==> config.mk <==
export PLATFORM = sky130hd
export DESIGN_NAME = reaction_ctrl_flat
export DESIGN_NICKNAME = d
export VERILOG_FILES = /design/src/rtl/reaction_pkg.sv /design/src/rtl/reaction_ctrl_if.sv /design/src/rtl/key_sync_edge.sv /design/src/rtl/reaction_ctrl.sv /design/src/flat_wrapper.sv
export SDC_FILE = /design/constraint.sdc
export NUM_CORES = 1
export LEC_CHECK = 0
export ABC_AREA = 1
export BUFFER_PORTS_ARGS = -buffer_cell sky130_fd_sc_hd__buf_2
export CAP_MARGIN = 20
export CORE_MARGIN = 2
export CORE_UTILIZATION = 45
export CTS_BUF_LIST = sky130_fd_sc_hd__clkbuf_4 sky130_fd_sc_hd__clkbuf_8 sky130_fd_sc_hd__clkbuf_16
export CTS_CLUSTER_DIAMETER = 150
export DETAILED_ROUTE_END_ITERATION = 6
export PLACE_DENSITY = 0.63
export SETUP_SLACK_MARGIN = 0.02
export SYNTH_ARGS = -nofsm -noshare
export SYNTH_HDL_FRONTEND = slang
export SYNTH_SLANG_ARGS = --single-unit
==> constraint.sdc <==
create_clock -name clk -period 5.05 [get_ports clk]
set_clock_uncertainty 0.1 [all_clocks]
set_input_delay 1.01 -clock clk [delete_from_list [all_inputs] [get_ports clk]]
set_output_delay 1.01 -clock clk [all_outputs]
set_load 0.005 [all_outputs]
==> src/rtl/reaction_pkg.sv <==
// Shared types and default timing for the reaction-timer sequencer.
// Holds the state encoding, LED count and a thermometer-code helper.
// Pure declarations; no logic or state.
package reaction_pkg;

  typedef enum logic [2:0] {
    IDLE,
    LIGHT,
    DELAY,
    REACT,
    SHOW,
    FALSE
  } state_t;

  localparam int NUM_LEDS         = 10;
  localparam int DEF_LFSR_W       = 7;
  localparam int DEF_STEP_MS      = 500;
  localparam int DEF_MIN_DELAY_MS = 250;
  localparam int DEF_DELAY_SHIFT  = 4;
  localparam int DEF_MAX_MS       = 9999;
  localparam int DEF_CNT_W        = 14;

  // Thermometer code: the n lowest LEDs lit, LSB first.
  function automatic logic [NUM_LEDS-1:0] therm(input logic [3:0] n);
    logic [NUM_LEDS-1:0] v;
    v = '0;
    for (int i = 0; i < NUM_LEDS; i++) begin
      v[i] = (i < int'(n));
    end
    return v;
  endfunction

endpackage

==> src/rtl/reaction_ctrl_if.sv <==
// Bundles the game-side signals of the reaction sequencer.
// master = environment (tick, key, LFSR), slave = sequencer.
// No flow control: strobes and levels only.
interface reaction_ctrl_if #(
  parameter int LFSR_W = 7,
  parameter int CNT_W  = 14
);
  import reaction_pkg::*;

  logic                tick_ms;
  logic                trigger_n;
  logic [LFSR_W-1:0]   lfsr_val;
  logic                en_lfsr;
  logic [NUM_LEDS-1:0] ledr;
  logic [CNT_W-1:0]    react_ms;
  logic                result_valid;
  logic                false_start;
  logic                timeout;
  logic                busy;

  modport master (
    output tick_ms, trigger_n, lfsr_val,
    input  en_lfsr, ledr, react_ms, result_valid, false_start, timeout, busy
  );

  modport slave (
    input  tick_ms, trigger_n, lfsr_val,
    output en_lfsr, ledr, react_ms, result_valid, false_start, timeout, busy
  );

endinterface

==> src/rtl/key_sync_edge.sv <==
// Two-flop synchronizer for an async active-low key plus falling-edge pulse.
// Latency: press_o is high in the cycle after the 2nd edge that sees the key low.
// No backpressure; a held key yields exactly one pulse.
module key_sync_edge (
  input  logic clk,
  input  logic rst_n,
  input  logic key_n_i,
  output logic press_o
);

  logic s1_q, s2_q, s3_q;

  // Sync chain plus one delayed copy for edge detection; resets to released.
  always_ff @(posedge clk or negedge rst_n) begin
    if (!rst_n) begin
      s1_q <= 1'b1;
      s2_q <= 1'b1;
      s3_q <= 1'b1;
    end else begin
      s1_q <= key_n_i;
      s2_q <= s1_q;
      s3_q <= s2_q;
    end
  end

  assign press_o = s3_q & ~s2_q;

endmodule

==> src/rtl/reaction_ctrl.sv <==
// Reaction-timer sequencer: LED countdown, random hold-off, ms reaction timing.
// Latency: press acts at the edge where the press pulse is high; outputs registered.
// No backpressure; tick_ms and the key are consumed as they arrive.
module reaction_ctrl
  import reaction_pkg::*;
#(
  parameter int LFSR_W       = DEF_LFSR_W,
  parameter int STEP_MS      = DEF_STEP_MS,
  parameter int MIN_DELAY_MS = DEF_MIN_DELAY_MS,
  parameter int DELAY_SHIFT  = DEF_DELAY_SHIFT,
  parameter int MAX_MS       = DEF_MAX_MS,
  parameter int CNT_W        = DEF_CNT_W
) (
  input  logic           clk,
  input  logic           rst_n,
  reaction_ctrl_if.slave bus
);

  localparam logic [CNT_W-1:0] STEP_LAST = CNT_W'(STEP_MS - 1);
  localparam logic [CNT_W-1:0] MAX_CNT   = CNT_W'(MAX_MS);
  localparam logic [CNT_W-1:0] MIN_CNT   = CNT_W'(MIN_DELAY_MS);
  localparam logic [3:0]       LAST_STEP = 4'(NUM_LEDS);

  logic press;

  key_sync_edge u_sync (
    .clk     (clk),
    .rst_n   (rst_n),
    .key_n_i (bus.trigger_n),
    .press_o (press)
  );

  state_t              state_q, state_d;
  logic [CNT_W-1:0]    ms_cnt_q, ms_cnt_d;
  logic [CNT_W-1:0]    delay_cnt_q, delay_cnt_d;
  logic [CNT_W-1:0]    react_cnt_q, react_cnt_d;
  logic [CNT_W-1:0]    react_ms_q, react_ms_d;
  logic [3:0]          step_q, step_d;
  logic [NUM_LEDS-1:0] ledr_q, ledr_d;
  logic                en_lfsr_q, en_lfsr_d;
  logic                result_valid_q, result_valid_d;
  logic                false_start_q, false_start_d;
  logic                timeout_q, timeout_d;
  logic [CNT_W-1:0]    delay_load;

  // Hold-off sampled from the LFSR at the moment the last LED step expires.
  assign delay_load = MIN_CNT + (CNT_W'(bus.lfsr_val) << DELAY_SHIFT);

  // State, counters and registered outputs.
  always_ff @(posedge clk or negedge rst_n) begin
    if (!rst_n) begin
      state_q        <= IDLE;
      ms_cnt_q       <= '0;
      delay_cnt_q    <= '0;
      react_cnt_q    <= '0;
      react_ms_q     <= '0;
      step_q         <= '0;
      ledr_q         <= '0;
      en_lfsr_q      <= 1'b1;
      result_valid_q <= 1'b0;
      false_start_q  <= 1'b0;
      timeout_q      <= 1'b0;
    end else begin
      state_q        <= state_d;
      ms_cnt_q       <= ms_cnt_d;
      delay_cnt_q    <= delay_cnt_d;
      react_cnt_q    <= react_cnt_d;
      react_ms_q     <= react_ms_d;
      step_q         <= step_d;
      ledr_q         <= ledr_d;
      en_lfsr_q      <= en_lfsr_d;
      result_valid_q <= result_valid_d;
      false_start_q  <= false_start_d;
      timeout_q      <= timeout_d;
    end
  end

  // Next-state and next-output decode; a press always outranks a tick.
  always_comb begin
    state_d        = state_q;
    ms_cnt_d       = ms_cnt_q;
    delay_cnt_d    = delay_cnt_q;
    react_cnt_d    = react_cnt_q;
    react_ms_d     = react_ms_q;
    step_d         = step_q;
    ledr_d         = ledr_q;
    en_lfsr_d      = en_lfsr_q;
    result_valid_d = 1'b0;
    false_start_d  = false_start_q;
    timeout_d      = timeout_q;

    case (state_q)
      IDLE: begin
        if (press) begin
          state_d   = LIGHT;
          step_d    = '0;
          ms_cnt_d  = '0;
          en_lfsr_d = 1'b0;
          ledr_d    = '0;
        end
      end
      LIGHT, DELAY: begin
        if (press) begin
          state_d       = FALSE;
          false_start_d = 1'b1;
          ledr_d        = '1;
          en_lfsr_d     = 1'b1;
        end else if (bus.tick_ms && state_q == LIGHT) begin
          if (ms_cnt_q == STEP_LAST) begin
            ms_cnt_d = '0;
            if (step_q == LAST_STEP) begin
              state_d     = DELAY;
              delay_cnt_d = delay_load;
            end else begin
              step_d = step_q + 4'd1;
              ledr_d = therm(step_q + 4'd1);
            end
          end else begin
            ms_cnt_d = ms_cnt_q + 1'b1;
          end
        end else if (bus.tick_ms) begin
          if (delay_cnt_q <= CNT_W'(1)) begin
            state_d     = REACT;
            ledr_d      = '0;
            react_cnt_d = '0;
          end else begin
            delay_cnt_d = delay_cnt_q - 1'b1;
          end
        end
      end
      REACT: begin
        if (press) begin
          state_d        = SHOW;
          react_ms_d     = react_cnt_q;
          result_valid_d = 1'b1;
          timeout_d      = 1'b0;
          en_lfsr_d      = 1'b1;
        end else if (bus.tick_ms) begin
          if (react_cnt_q >= MAX_CNT) begin
            state_d        = SHOW;
            react_ms_d     = MAX_CNT;
            result_valid_d = 1'b1;
            timeout_d      = 1'b1;
            en_lfsr_d      = 1'b1;
          end else begin
            react_cnt_d = react_cnt_q + 1'b1;
          end
        end
      end
      SHOW: begin
        if (press) begin
          state_d   = IDLE;
          timeout_d = 1'b0;
        end
      end
      FALSE: begin
        if (press) begin
          state_d       = IDLE;
          false_start_d = 1'b0;
          ledr_d        = '0;
        end
      end
      default: begin
        state_d = IDLE;
      end
    endcase
  end

  assign bus.busy         = (state_q == LIGHT) || (state_q == DELAY) || (state_q == REACT);
  assign bus.ledr         = ledr_q;
  assign bus.en_lfsr      = en_lfsr_q;
  assign bus.react_ms     = react_ms_q;
  assign bus.result_valid = result_valid_q;
  assign bus.false_start  = false_start_q;
  assign bus.timeout      = timeout_q;

endmodule

==> src/flat_wrapper.sv <==
// flat-port wrapper written by rule: the top's interface ports become plain ports
module reaction_ctrl_flat import reaction_pkg::*;
#(
  parameter int LFSR_W       = DEF_LFSR_W,
  parameter int STEP_MS      = DEF_STEP_MS,
  parameter int MIN_DELAY_MS = DEF_MIN_DELAY_MS,
  parameter int DELAY_SHIFT  = DEF_DELAY_SHIFT,
  parameter int MAX_MS       = DEF_MAX_MS,
  parameter int CNT_W        = DEF_CNT_W
)
  (clk, rst_n, bus_tick_ms, bus_trigger_n, bus_lfsr_val, bus_en_lfsr, bus_ledr, bus_react_ms, bus_result_valid, bus_false_start, bus_timeout, bus_busy);
  reaction_ctrl_if #(.LFSR_W(LFSR_W), .CNT_W(CNT_W)) bus_i ();
  input  logic clk;
  input  logic rst_n;
  input wire logic [$bits(bus_i.tick_ms)-1:0] bus_tick_ms;
  input wire logic [$bits(bus_i.trigger_n)-1:0] bus_trigger_n;
  input wire logic [$bits(bus_i.lfsr_val)-1:0] bus_lfsr_val;
  output wire logic [$bits(bus_i.en_lfsr)-1:0] bus_en_lfsr;
  output wire logic [$bits(bus_i.ledr)-1:0] bus_ledr;
  output wire logic [$bits(bus_i.react_ms)-1:0] bus_react_ms;
  output wire logic [$bits(bus_i.result_valid)-1:0] bus_result_valid;
  output wire logic [$bits(bus_i.false_start)-1:0] bus_false_start;
  output wire logic [$bits(bus_i.timeout)-1:0] bus_timeout;
  output wire logic [$bits(bus_i.busy)-1:0] bus_busy;
  assign bus_i.tick_ms = bus_tick_ms;
  assign bus_i.trigger_n = bus_trigger_n;
  assign bus_i.lfsr_val = bus_lfsr_val;
  assign bus_en_lfsr = bus_i.en_lfsr;
  assign bus_ledr = bus_i.ledr;
  assign bus_react_ms = bus_i.react_ms;
  assign bus_result_valid = bus_i.result_valid;
  assign bus_false_start = bus_i.false_start;
  assign bus_timeout = bus_i.timeout;
  assign bus_busy = bus_i.busy;
  reaction_ctrl #(.LFSR_W(LFSR_W), .STEP_MS(STEP_MS), .MIN_DELAY_MS(MIN_DELAY_MS), .DELAY_SHIFT(DELAY_SHIFT), .MAX_MS(MAX_MS), .CNT_W(CNT_W)) u_core (.clk(clk), .rst_n(rst_n), .bus(bus_i));
endmodule
==> results.yml <==
detailed_routing:
  drc_errors: 0
  drt.antenna.violating_nets: 0
  wl_per_cell_um: 13.1
  num_vias: 4306
  routed_via_density: 5.12
  wl_mm: 11.0
  drtIter0Drc: 228
  drt_first_pass_iters: 4
finish:
  syn2layout_area_growth_pct: 9.39
  fillCellCount: 1056
  layout-drive-gt1-share_pct: 14.9
  fin_util_pct: 50.9
  n_antenna_cell: 0
  instances_no_fill: 841
  fin_area_sq_mm: 0.00528
  nets: 719
power:
  power.switching_mw: 1.18
  switching_share_pct: 45.5
  comb_power_share_pct: 44.3
  leakage_nw: 2.69
  p_int_mw: 1.41
  p_clk_share_pct: 17.8
  total_power_mw: 2.59
  sequentialPowerShare_pct: 38.0
  power_density_mw_per_mm2: 491
  ir_drop_uv: 166
clock_tree:
  numCtsBuffers: 9
  clock_sinks: 80
  cts.htree.levels: 3
  cts_tree: "built"
  postCtsHoldBufs: 0
  cts_root_buf: "clkbuf_8"
  insertion_delay_ns: 0.37
  postCtsResizedCells: 0
  cts.clk_slew.worst_paths_ns: 0.09
  post_cts_buffers: 0
  cts.path.max_buffers: 2
synth:
  synth_edf_count: 0
  synth_area_sq_mm: 0.00482
  yosysWarnings: 0
  syn_avg_cell_area_sq_um: 7.26
  synthCells: 664
  synth_cell_type_count: 37
  ys_seq_area_share_pct: 41.6
  ys_async_sr_fraction_pct: 100
  synth_top_cell_area_share_pct: 39.4
  synth_common_cells: "202 x nand2_1, 76 x dfrtp_1, 75 x nor2_1"
  synthTopCellsByArea: "dfrtp_1 39%, nand2_1 16%, nor2_1 5.8%, inv_1 5.8%, nand3_1 4.9%"
  ys.flop_type: "dfrtp_1"
  synth_nets: 683
  yosys.area.top_type: "dfrtp_1"
  synth_seq_cells: 80
  synth.most_common_cell: "nand2_1"
worst_setup_path:
  cpMostUsedCell: "nand2_1"
  crit_family: "simple AND/OR/NAND/NOR gates"
  crit_chain: "buf_2, nand2_1, nor2_1, nor2_1, nor2_4, inv_1, nand2_1, nand2_1"
  cp_max_fo: 21
  cp.buffers_inverters: 2
  crit_type: "primary input to flop"
  slowest_stage: "nor2_1"
  cp-end-kind: "flop"
  reg2reg_slack_ns: 2.37
  critPathRequiredTime_ns: 5.21
  start_kind: "primary input"
  cpPeakStageDelay_ns: 0.66
  cp_data_arrival_time_ns: 3.01
die:
  std_cell_rows: 37
  die_y_um: 108
  die_w_um: 108
  io_pins: 40
  floorplan.die_area_sq_mm: 0.0116
  core_area_sq_mm: 0.0104
  initial_utilization_pct: 46.5
placed_design:
  dpl_cell_area_sq_mm: 0.00506
  hpwlAfterDp_mm: 8.03
  io_buffers: 39
  dp.cells: 824
  gp_congestion: 0.846
timing:
  rsz0062_at_grt: "no"
  fin_crit_ns: 2.85
  hold_viol: 0
  worst_slew_pin_slew_ns: 0.858
  finalSetupViolCount: 0
  slew_headroom_pct: 42.6
  fin_tns_setup_ns: 0
  post-route-period-util_pct: 56.5
  drv_slew: 0
  fmax_ghz: 0.351
grt:
  grt_overflow_total: 0
  grt_max_degree: 81
  grt_pass1_vias: 4141
  grt_first_pass_wirelength_mm: 19.3
  track_usage_pct: 20.9
  grt_antenna_before_repair: 0
status:
  status: "complete, no violations"
flow_run:
  cap_violations: 0
worst_hold_path:
  hold_class: "flop to flop"
[cell families (layout without fill, tap and decap cells)]
logic type      Yosys count  in the layout  share of synthesized area (%)
xor+xnor                  8              8                           1.45
flops                    80             80                           41.6
buf+inv                  96            137                           9.11
compound gates           96             96                           11.6
fa+ha+maj                 8              8                           2.08
simple gates            376            376                           34.2
[cells in the final DEF, fill, tap and decap left out]
cell type and instances:
dfstp_2 4, or2_2 4, nand3_1 47, xor2_1 5
inv_6 1, o21ai_2 12, nand3_2 6, inv_1 74
nand2_1 202, o21ai_0 33, o21ai_1 19, xnor2_1 3
a21oi_1 19, buf_2 38, clkinv_4 2, inv_4 1
clkinv_1 1, dfrtp_1 76, o211ai_1 3, o22ai_1 2
o2111ai_1 1, buf_16 1, nand2_4 2, nor3_2 1
nand2_2 5, clkinvlp_4 2, o21bai_1 1, clkbuf_8 10
nand4_1 7, a22oi_1 5, inv_8 1, buf_4 1
nor3_1 17, a21oi_2 1, inv_2 5, nand3b_1 2
nor2_2 2, nor2_1 75, nor2_4 6, ha_1 8
[through the flow]
| step | setup slack, ns | hold WS (ns) |
|---|---|---|
| final | 2.20 | 0.266 |
| after global routing | 1.97 | 0.270 |
| after global placement | 1.96 | 0.247 |
| after detailed placement | 1.82 | 0.255 |
| after CTS | 2.22 | 0.268 |
| after floorplan | 2.97 | 0.245 |
[path summary, 6_finish.rpt]
check	start	to	cells past startpoint
worst max-delay path	bus_tick_ms	u_core.delay_cnt_q[5]	8
max in group asynchronous	rst_n	u_core.u_sync.s1_q	2
worst min-delay path	u_core.u_sync.s1_q	u_core.u_sync.s2_q	0
min in group asynchronous	rst_n	u_core.ms_cnt_q[9]	1
worst min register to register	u_core.u_sync.s1_q	u_core.u_sync.s2_q	0
worst max register to register	u_core.state_q[1]	u_core.delay_cnt_q[5]	8
[per-layer routing]
layer	up-vias	global-route usage, %	share of wire, %
met2	85	33.3	47
li1	2195	-	-
met4	0	7.51	0.77
met5	-	0	0
met1	2017	29.0	48
met3	9	2.97	4.3
[layout make-up]
type	instances	area (sq um)	area share, %
clock inverter	6	52.6	0.996
multi-input combinational	488	2380	45.0
inverter	81	307	5.81
timing repair buffer	40	225	4.27
sequential	80	2010	38.0
clock buffer	10	138	2.61
tap	136	170	3.23
[state kept, by name, summed over array words and instances (netlist names), 3 cells and up]
name,count
u_core.react_cnt_q,14
u_core.ms_cnt_q,14
u_core.bus.react_ms,14
u_core.delay_cnt_q,14
u_core.step_q,4
u_core.bus.ledr,10
u_core.state_q,3
[power by group through the flow]
stage          registers [mW]  logic, mW  clock network (mW)
3_3_place_gp            0.985       1.12                   0
3_5_place_dp            0.994       1.15                   0
2_1_floorplan           0.968      0.894                   0
5_1_grt                  1.01       1.33               0.495
4_1_cts                 0.985       1.15               0.472
6_report                0.983       1.15               0.460
Note: power is estimated with default switching activity, not from simulation.
